File: src/rtl/i2s_ws_gen_multi.sv
// Frame/word-select generator for the I2S master: DSP short/long, I2S and LJ framing,
// with slot/bit position, strobes, setup delay, polarity and graceful stop.
module i2s_ws_gen_multi #(
    parameter int CNT_W  = 16,
    parameter int SLOT_W = 4,
    parameter int BITS_W = 5
) (
    input  logic              sck_i,
    input  logic              rst_i,
    input  logic              cfg_en_i,
    input  logic [1:0]        cfg_mode_i,
    input  logic [BITS_W-1:0] cfg_num_bits_i,
    input  logic [SLOT_W-1:0] cfg_num_slots_i,
    input  logic [CNT_W-1:0]  cfg_setup_time_i,
    input  logic              cfg_ws_pol_i,
    output logic              ws_o,
    output logic              frame_start_o,
    output logic              slot_start_o,
    output logic [SLOT_W-1:0] slot_idx_o,
    output logic [BITS_W-1:0] bit_idx_o,
    output logic              busy_o,
    output logic              cfg_err_o
);

    typedef enum logic [1:0] {IDLE, SETUP, RUN} state_t;

    state_t            state_q;
    logic [CNT_W-1:0]  cnt_q;
    logic [SLOT_W-1:0] slot_q, slot_d;
    logic [BITS_W-1:0] bit_q, bit_d;
    logic [1:0]        mode_q;
    logic [BITS_W-1:0] nb_q;
    logic [SLOT_W-1:0] ns_q;
    logic [CNT_W-1:0]  setup_q;
    logic              pol_q;
    logic              ws_q, fs_q, ss_q, busy_q, err_q;
    logic              last_pos;
    logic              bad_cfg;

    // Raw WS at position (s,b); I2S looks one position ahead so WS leads the MSB.
    function automatic logic ws_calc(input logic [1:0]        m,
                                     input logic [BITS_W-1:0] nb,
                                     input logic [SLOT_W-1:0] ns,
                                     input logic [SLOT_W-1:0] s,
                                     input logic [BITS_W-1:0] b);
        logic [SLOT_W-1:0] sn;
        logic              r;
        sn = (b != nb) ? s : ((s == ns) ? '0 : s + SLOT_W'(1));
        case (m)
            2'b00:   r = (s == '0) && (b == '0);
            2'b01:   r = (s == '0);
            2'b10:   r = sn[0];
            default: r = ~s[0];
        endcase
        return r;
    endfunction

    always_comb begin
        last_pos = (slot_q == ns_q) && (bit_q == nb_q);
        bad_cfg  = cfg_mode_i[1] && !cfg_num_slots_i[0];
        bit_d    = (bit_q == nb_q) ? '0 : bit_q + BITS_W'(1);
        slot_d   = slot_q;
        if (bit_q == nb_q) slot_d = (slot_q == ns_q) ? '0 : slot_q + SLOT_W'(1);
    end

    always_ff @(posedge sck_i or posedge rst_i) begin
        if (rst_i) begin
            state_q <= IDLE;
            cnt_q   <= '0;
            slot_q  <= '0;
            bit_q   <= '0;
            mode_q  <= '0;
            nb_q    <= '0;
            ns_q    <= '0;
            setup_q <= '0;
            pol_q   <= 1'b0;
            ws_q    <= 1'b0;
            fs_q    <= 1'b0;
            ss_q    <= 1'b0;
            busy_q  <= 1'b0;
            err_q   <= 1'b0;
        end else begin
            case (state_q)
                IDLE: begin
                    ws_q   <= cfg_ws_pol_i;
                    fs_q   <= 1'b0;
                    ss_q   <= 1'b0;
                    busy_q <= 1'b0;
                    slot_q <= '0;
                    bit_q  <= '0;
                    cnt_q  <= '0;
                    if (cfg_en_i) begin
                        if (bad_cfg) begin
                            err_q <= 1'b1;
                        end else begin
                            err_q   <= 1'b0;
                            mode_q  <= cfg_mode_i;
                            nb_q    <= cfg_num_bits_i;
                            ns_q    <= cfg_num_slots_i;
                            setup_q <= cfg_setup_time_i;
                            pol_q   <= cfg_ws_pol_i;
                            busy_q  <= 1'b1;
                            if (cfg_setup_time_i != '0) begin
                                state_q <= SETUP;
                                cnt_q   <= CNT_W'(1);
                            end else begin
                                state_q <= RUN;
                                fs_q    <= 1'b1;
                                ss_q    <= 1'b1;
                                ws_q    <= cfg_ws_pol_i ^ ws_calc(cfg_mode_i,
                                           cfg_num_bits_i, cfg_num_slots_i, '0, '0);
                            end
                        end
                    end
                end
                SETUP: begin
                    if (!cfg_en_i) begin
                        state_q <= IDLE;
                        busy_q  <= 1'b0;
                        cnt_q   <= '0;
                        ws_q    <= cfg_ws_pol_i;
                    end else if (cnt_q == setup_q) begin
                        state_q <= RUN;
                        fs_q    <= 1'b1;
                        ss_q    <= 1'b1;
                        ws_q    <= pol_q ^ ws_calc(mode_q, nb_q, ns_q, '0, '0);
                    end else begin
                        cnt_q <= cnt_q + CNT_W'(1);
                    end
                end
                RUN: begin
                    if (last_pos && !cfg_en_i) begin
                        state_q <= IDLE;
                        busy_q  <= 1'b0;
                        fs_q    <= 1'b0;
                        ss_q    <= 1'b0;
                        slot_q  <= '0;
                        bit_q   <= '0;
                        ws_q    <= cfg_ws_pol_i;
                    end else begin
                        slot_q <= slot_d;
                        bit_q  <= bit_d;
                        fs_q   <= (slot_d == '0) && (bit_d == '0);
                        ss_q   <= (bit_d == '0);
                        ws_q   <= pol_q ^ ws_calc(mode_q, nb_q, ns_q, slot_d, bit_d);
                    end
                end
                default: state_q <= IDLE;
            endcase
        end
    end

    assign ws_o          = ws_q;
    assign frame_start_o = fs_q;
    assign slot_start_o  = ss_q;
    assign slot_idx_o    = slot_q;
    assign bit_idx_o     = bit_q;
    assign busy_o        = busy_q;
    assign cfg_err_o     = err_q;

endmodule
File: config.mk
export PLATFORM = sky130hd
export DESIGN_NAME = i2s_ws_gen_multi
export DESIGN_NICKNAME = d
export VERILOG_FILES = /design/src/rtl/i2s_ws_gen_multi.sv
export SDC_FILE = /design/constraint.sdc
export NUM_CORES = 1
export LEC_CHECK = 0
export CAP_MARGIN = 20
export CORE_UTILIZATION = 35
export DETAILED_ROUTE_END_ITERATION = 8
export DONT_BUFFER_PORTS = 1
export GPL_TIMING_DRIVEN = 0
export PLACE_DENSITY = 0.49
export RECOVER_POWER = 100
export SLEW_MARGIN = 20
export SYNTH_ARGS = -nofsm -noshare
export SYNTH_HDL_FRONTEND = slang
export SYNTH_SLANG_ARGS = --single-unit
export TNS_END_PERCENT = 20
File: constraint.sdc
create_clock -name sck_i -period 2.1 [get_ports sck_i]
set_input_delay 0.42 -clock sck_i [delete_from_list [all_inputs] [get_ports sck_i]]
set_output_delay 0.42 -clock sck_i [all_outputs]
set_load 0.02 [all_outputs]
-- Word-level counts from Yosys, hierarchy flattened
Cells that the tools add are included.
- flip-flop bits (word level): 60
- input port bits: 31
- output and inout bits: 14
- logic and storage cells: 126
- $add $sub $neg: 4
- eq/ne operators: 18
- muxes and demuxes: 60
- bitwise operators: 5
- reductions and logical operators: 25
- operator list (operator ; count):
    $mux W1 ; 38
    $mux W16 ; 2
    $pmux W16 S2 ; 1
    $add A16 B1 Y16 const B ; 1
    $eq A16 B16 Y1 ; 1
    $reduce_bool A16 Y1 ; 1
    $pmux W1 S3 ; 5
    $logic_not A4 Y1 ; 3
    $mux W2 ; 6
    $mux W4 ; 3
    $ne A2 B2 Y1 const B ; 6
    $mux W5 ; 2
    $pmux W5 S2 ; 1
    $reduce_bool A5 Y1 ; 2
    $reduce_and A3 Y1 ; 3
    $eq A4 B4 Y1 ; 2
    $pmux W4 S2 ; 1
    $eq A2 B2 Y1 const B ; 3
    $ne A3 B3 Y1 const B ; 2
    $pmux W2 S3 ; 1
    $reduce_and A2 Y1 ; 3
    $add A5 B1 Y5 const B ; 1
    $eq A5 B5 Y1 ; 1
    $logic_not A5 Y1 ; 1
    other kinds (12) ; 22

-- Depth between registers and ports, before layout
- depth in word-level cells: 13
- mapped depth: 10
- depth with buffers taken out: 9

-- Worst setup path after synthesis
OpenSTA, ideal clock, no wires.
- kind: reg2reg
- start: register slot_q[1], in the netlist slot_idx_o[1]
- end: register ws_q, in the netlist ws_o
- library setup time: 151 ps
- arrival time: 2244 ps
- data required time: 1949 ps
- path slack: -295 ps
- stages on the path, launching flop included: 10
- path buffers: 1
- clock period less this slack: 2395 ps
- path through: dfrtp_1 buf_6 xor2_2 nor4_4 nor3_2 mux2_4 or2_0 mux2_2 o211ai_1 a31oi_1
- longest elaborated chain between the ends: 12
- elaborated cells between the ends (all ways): 19
- classes of those cells: 2 x add/sub; 2 x eq/ne; 9 x mux; 2 x bitwise; 4 x reduce/logical
- ends and longest elaborated chain (element ; RTL line ; RTL):
    start: declaration ; 29 ; logic [SLOT_W-1:0] slot_q, slot_d;
    start signal: assignment ; 141 ; slot_q <= slot_d;
    $add A4 B1 Y4 / $eq A4 B4 Y1 (equally long branches) ; 63, 59 ;
    $mux W4 (2 in series) ; 63 ; if (bit_q == nb_q) slot_d = (slot_q == ns_q) ? '0 : slot_q + SLOT_W'(1);
    $eq A4 B4 Y1 / $add A1 B1 Y1 (equally long branches) ; 48 ; sn = (b != nb) ? s : ((s == ns) ? '0 : s + SLOT_W'(1));
    $mux W1 (2 in series) ; 48 ;
    $pmux W1 S3 ; 49 ; case (m)
    $mux W1 ; 132 ; if (last_pos && !cfg_en_i) begin
    $mux W1 ; 83 ; case (state_q)
    $xor A1 B1 Y1 ; 145 ; ws_q <= pol_q ^ ws_calc(mode_q, nb_q, ns_q, slot_d, bit_d);
    $mux W1 * ; 132 ;
    $pmux W1 S3 * ; 83 ;
    end signal: assignment ; 85 ; ws_q <= cfg_ws_pol_i;
    end signal: assignment ; 139 ; ws_q <= cfg_ws_pol_i;
    end signal: assignment ; 145 ;
    end: declaration ; 36 ; logic ws_q, fs_q, ss_q, busy_q, err_q;
Mark *: on every way between the ends. The rest lies on a longest branch, timed or not. The select of a mux whose other input is x is not followed.
A chain may end at the register's enable or synchronous reset.

-- Final worst setup path
- start: register slot_q[0], in the netlist slot_idx_o[0]
- end: register ws_q, in the netlist ws_o
The elaborated chain is that of the path after synthesis.

==> results.yml <==
floorplan:
  io_pins: 45
  core_area_mm2: 0.0103
  die_x_um: 105
  initial_core_util_pct: 36.2
  die_y_um: 105
  row_count: 37
  die_area_mm2: 0.0111
sta:
  finalMaxSlewViolations: 0
  tightestPinTransition_ns: 0.819
  maxSlewHeadroom_pct: 45.1
  rsz0062_at_grt: "yes"
  fin_tns_setup_ns: -1.97
  period_needed_ns: 2.50
  period_share_pct: 119
  hold_viol: 0
  worst_slack_ns: -0.403
  fmax_mhz: 400
  finalSetupViolations: 14
  skew_ns: 0.0141
grt:
  track_usage_pct: 19.6
  grt_pass1_vias: 3135
  grt_max_degree: 43
  antenna_found_initial: 0
  overflow: 0
  grt_pass1_wl_mm: 16.6
synth:
  synth.top_cell.area_share_pct: 40.2
  synth_cells: 385
  synth_edf_count: 0
  yosysSeqAreaShare_pct: 40.2
  synth_fp_nets: 423
  avgSynthCellArea_um2: 9.69
  yosys_register_bits: 60
  synth_top_area_cell: "dfrtp_1"
  synth.top_cells.by_count: "60 x dfrtp_1, 34 x nand2_1, 31 x nor2_1"
  netlist_area_mm2: 0.00373
  ys_async_sr_fraction_pct: 100
  synth.most_common_cell: "dfrtp_1"
  synth_ff_type: "dfrtp_1"
  ys_types: 65
  synth_area_leaders: "dfrtp_1 40%, mux2_2 8.4%, xnor2_1 5.6%, o21ai_0 3.6%, nand2_1 3.4%"
  yosys_warnings: 0
finish:
  fillers: 1023
  nNetsFinal: 451
  drive_above_1_share_pct: 28.7
  syn2layout_area_growth_pct: 19.5
  instances_no_fill: 554
  diodes: 0
placed_design:
  dp_cells: 522
  dp_hpwl_mm: 7.12
  io_buffers: 0
  gp_congestion: 0.841
detailed_routing:
  dr_total_vias: 3035
  drc: 0
  dr.pass1.iters: 4
  drt_iter0_drc: 88
  viasPerCell: 5.48
  ant_nets: 0
  wl_per_cell_um: 17.9
  wl_mm: 9.92
worst_setup_path:
  cpPeakStageDelay_ns: 0.59
  worst_setup_path_end_kind: "flip-flop"
  worstPathRequired_ns: 2.37
  arrival_ns: 2.78
  path_max_fanout: 5
  critical_path_class: "flip-flop to flip-flop"
  critPathTopFamily: "compound AO/OA/AOI/OAI gates"
  crit_chain: "buf_6 -> xor2_4 -> or4_4 -> a311o_1 -> a32oi_2 -> o22ai_2 -> nor2_2 -> o31ai_2 -> a31oi_1"
  path_buf_inv: 1
  crit_slowest_cell: "or4_4"
  start_kind: "flip-flop"
clock_tree:
  cts_tree: "yes"
  h-tree-depth: 3
  clk_latency_ns: 0.36
  cts_root_buf: "clkbuf_8"
  path_clk_slew_ns: 0.07
  cts.sinks: 60
  clk_path_buf_depth: 2
  cts_inserted_buffers: 9
outcome:
  violations: "setup timing"
  outcome: "finished with violations"
flow_run:
  max-cap-violations: 0
min_path:
  holdCritPathClass: "input pin to flip-flop"
power:
  p_per_area_mw_per_mm2: 1330
  ir_drop_v: 0.000495
  p_leak_nw: 1.72
  power_mw: 5.91
==> repair_timing <==
action / 4_1_cts / 5_1_grt
endpoints found under the hold margin: 18 / 0
hold buffers: 1 / 0
pin swaps: 11 / 7
buffers inserted: 9 / 8
gates resized for setup: 28 / 29
setup endpoints to repair: 57 / 48
==> per-layer routing <==
metal | wire length, um | vias up | GRT usage [%] | share of wire (%)
met4 | 193 | 0 | 8.65 | 1.9
met2 | 5060 | 62 | 32.9 | 51
met1 | 4260 | 1499 | 24.0 | 43
met3 | 419 | 16 | 4.27 | 4.2
met5 | 0 | - | 0 | 0
li1 | - | 1458 | - | -
==> power breakdown <==
| part | internal, mW | leakage (nW) | total [mW] | switching (mW) |
|---|---|---|---|---|
| clock network | 0.459 | 0.0844 | 0.935 | 0.476 |
| logic | 1.39 | 0.886 | 2.88 | 1.49 |
| registers | 1.55 | 0.745 | 2.10 | 0.546 |
| total | 3.40 | 1.72 | 5.91 | 2.51 |
==> flip-flops by register name, summed over array words and instances, names as in the netlist, 2 cells and up <==
name and count:
ns_q 4, mode_q 2, setup_q 16, state_q 2, slot_idx_o 4, cnt_q 16
nb_q 5, bit_idx_o 5
==> kinds of logic (layout without fill, tap and decap cells) <==
group / after synthesis / after routing / synth area share, %
and+or+nand+nor: 137 / 137 / 19.7
AOI/OAI and AO/OA: 87 / 87 / 15.4
DFF: 60 / 60 / 40.2
xor gates and xnor gates: 38 / 38 / 9.52
muxes: 30 / 30 / 9.12
buffers and inverters: 26 / 59 / 3.72
adders and majority gates: 7 / 7 / 2.35
==> cells in the final DEF (no fill, tap or decap), types with 3 or more instances in the layout <==
cell type and instances:
nor2_1 29, xor2_2 3, mux2_2 28, clkbuf_1 7, xor2_1 9, o31ai_1 5
nand2_1 32, ha_1 5, o211ai_1 4, nor4_1 6, dfrtp_1 49, or3_1 4
buf_4 18, a21oi_1 15, dfrtp_2 11, nor3b_1 3, xnor2_1 22, or2b_1 3
nor3_1 6, nand3_1 10, and3_1 6, a32o_1 3, nand4_1 7, nand2b_1 5
a31oi_1 3, o21ai_0 27, inv_1 10, clkbuf_8 11, buf_6 8
==> final cells by class <==
class | instances | area (um2) | area share, %
Timing Repair Buffer | 19 | 153 | 3.42
Clock inverter | 2 | 10.0 | 0.224
Multi-Input combinational cell | 299 | 2300 | 51.6
Clock buffer | 14 | 153 | 3.42
Inverter | 11 | 42.5 | 0.954
Tap cell | 136 | 170 | 3.81
Sequential cell | 60 | 1520 | 34.0
Buffer | 13 | 115 | 2.58
==> final timing paths <==
path	end	depth (start not counted)	slack, ns	from
worst max-delay path	ws_o$_DFFE_PP0P_	9	-0.40	slot_idx_o[0]$_DFFE_PP0P_
worst min-delay path	pol_q$_DFFE_PP0P_	2	0.18	cfg_ws_pol_i
worst max register to register	ws_o$_DFFE_PP0P_	9	-0.40	slot_idx_o[0]$_DFFE_PP0P_
worst min register to register	setup_q[15]$_DFFE_PP0P_	1	0.53	setup_q[15]$_DFFE_PP0P_
max in group asynchronous	slot_idx_o[2]$_DFFE_PP0P_	3	0.32	rst_i
min in group asynchronous	cnt_q[14]$_DFFE_PP0P_	2	0.64	rst_i
==> through the flow <==
stage | hold WS, ns | util [%] | cell area, um2 | setup slack, ns
CTS | 0.175 | 41.5 | 4280 | -0.380
finish | 0.184 | 43.2 | 4460 | -0.403
detailed placement | 0.259 | 38.2 | 3950 | -0.665
global placement | 0.519 | 37.9 | 3920 | -0.856
global route | 0.174 | 43.2 | 4460 | -0.544
floorplan | 0.500 | - | 3750 | -0.239
(Power assumes the default switching activity.)
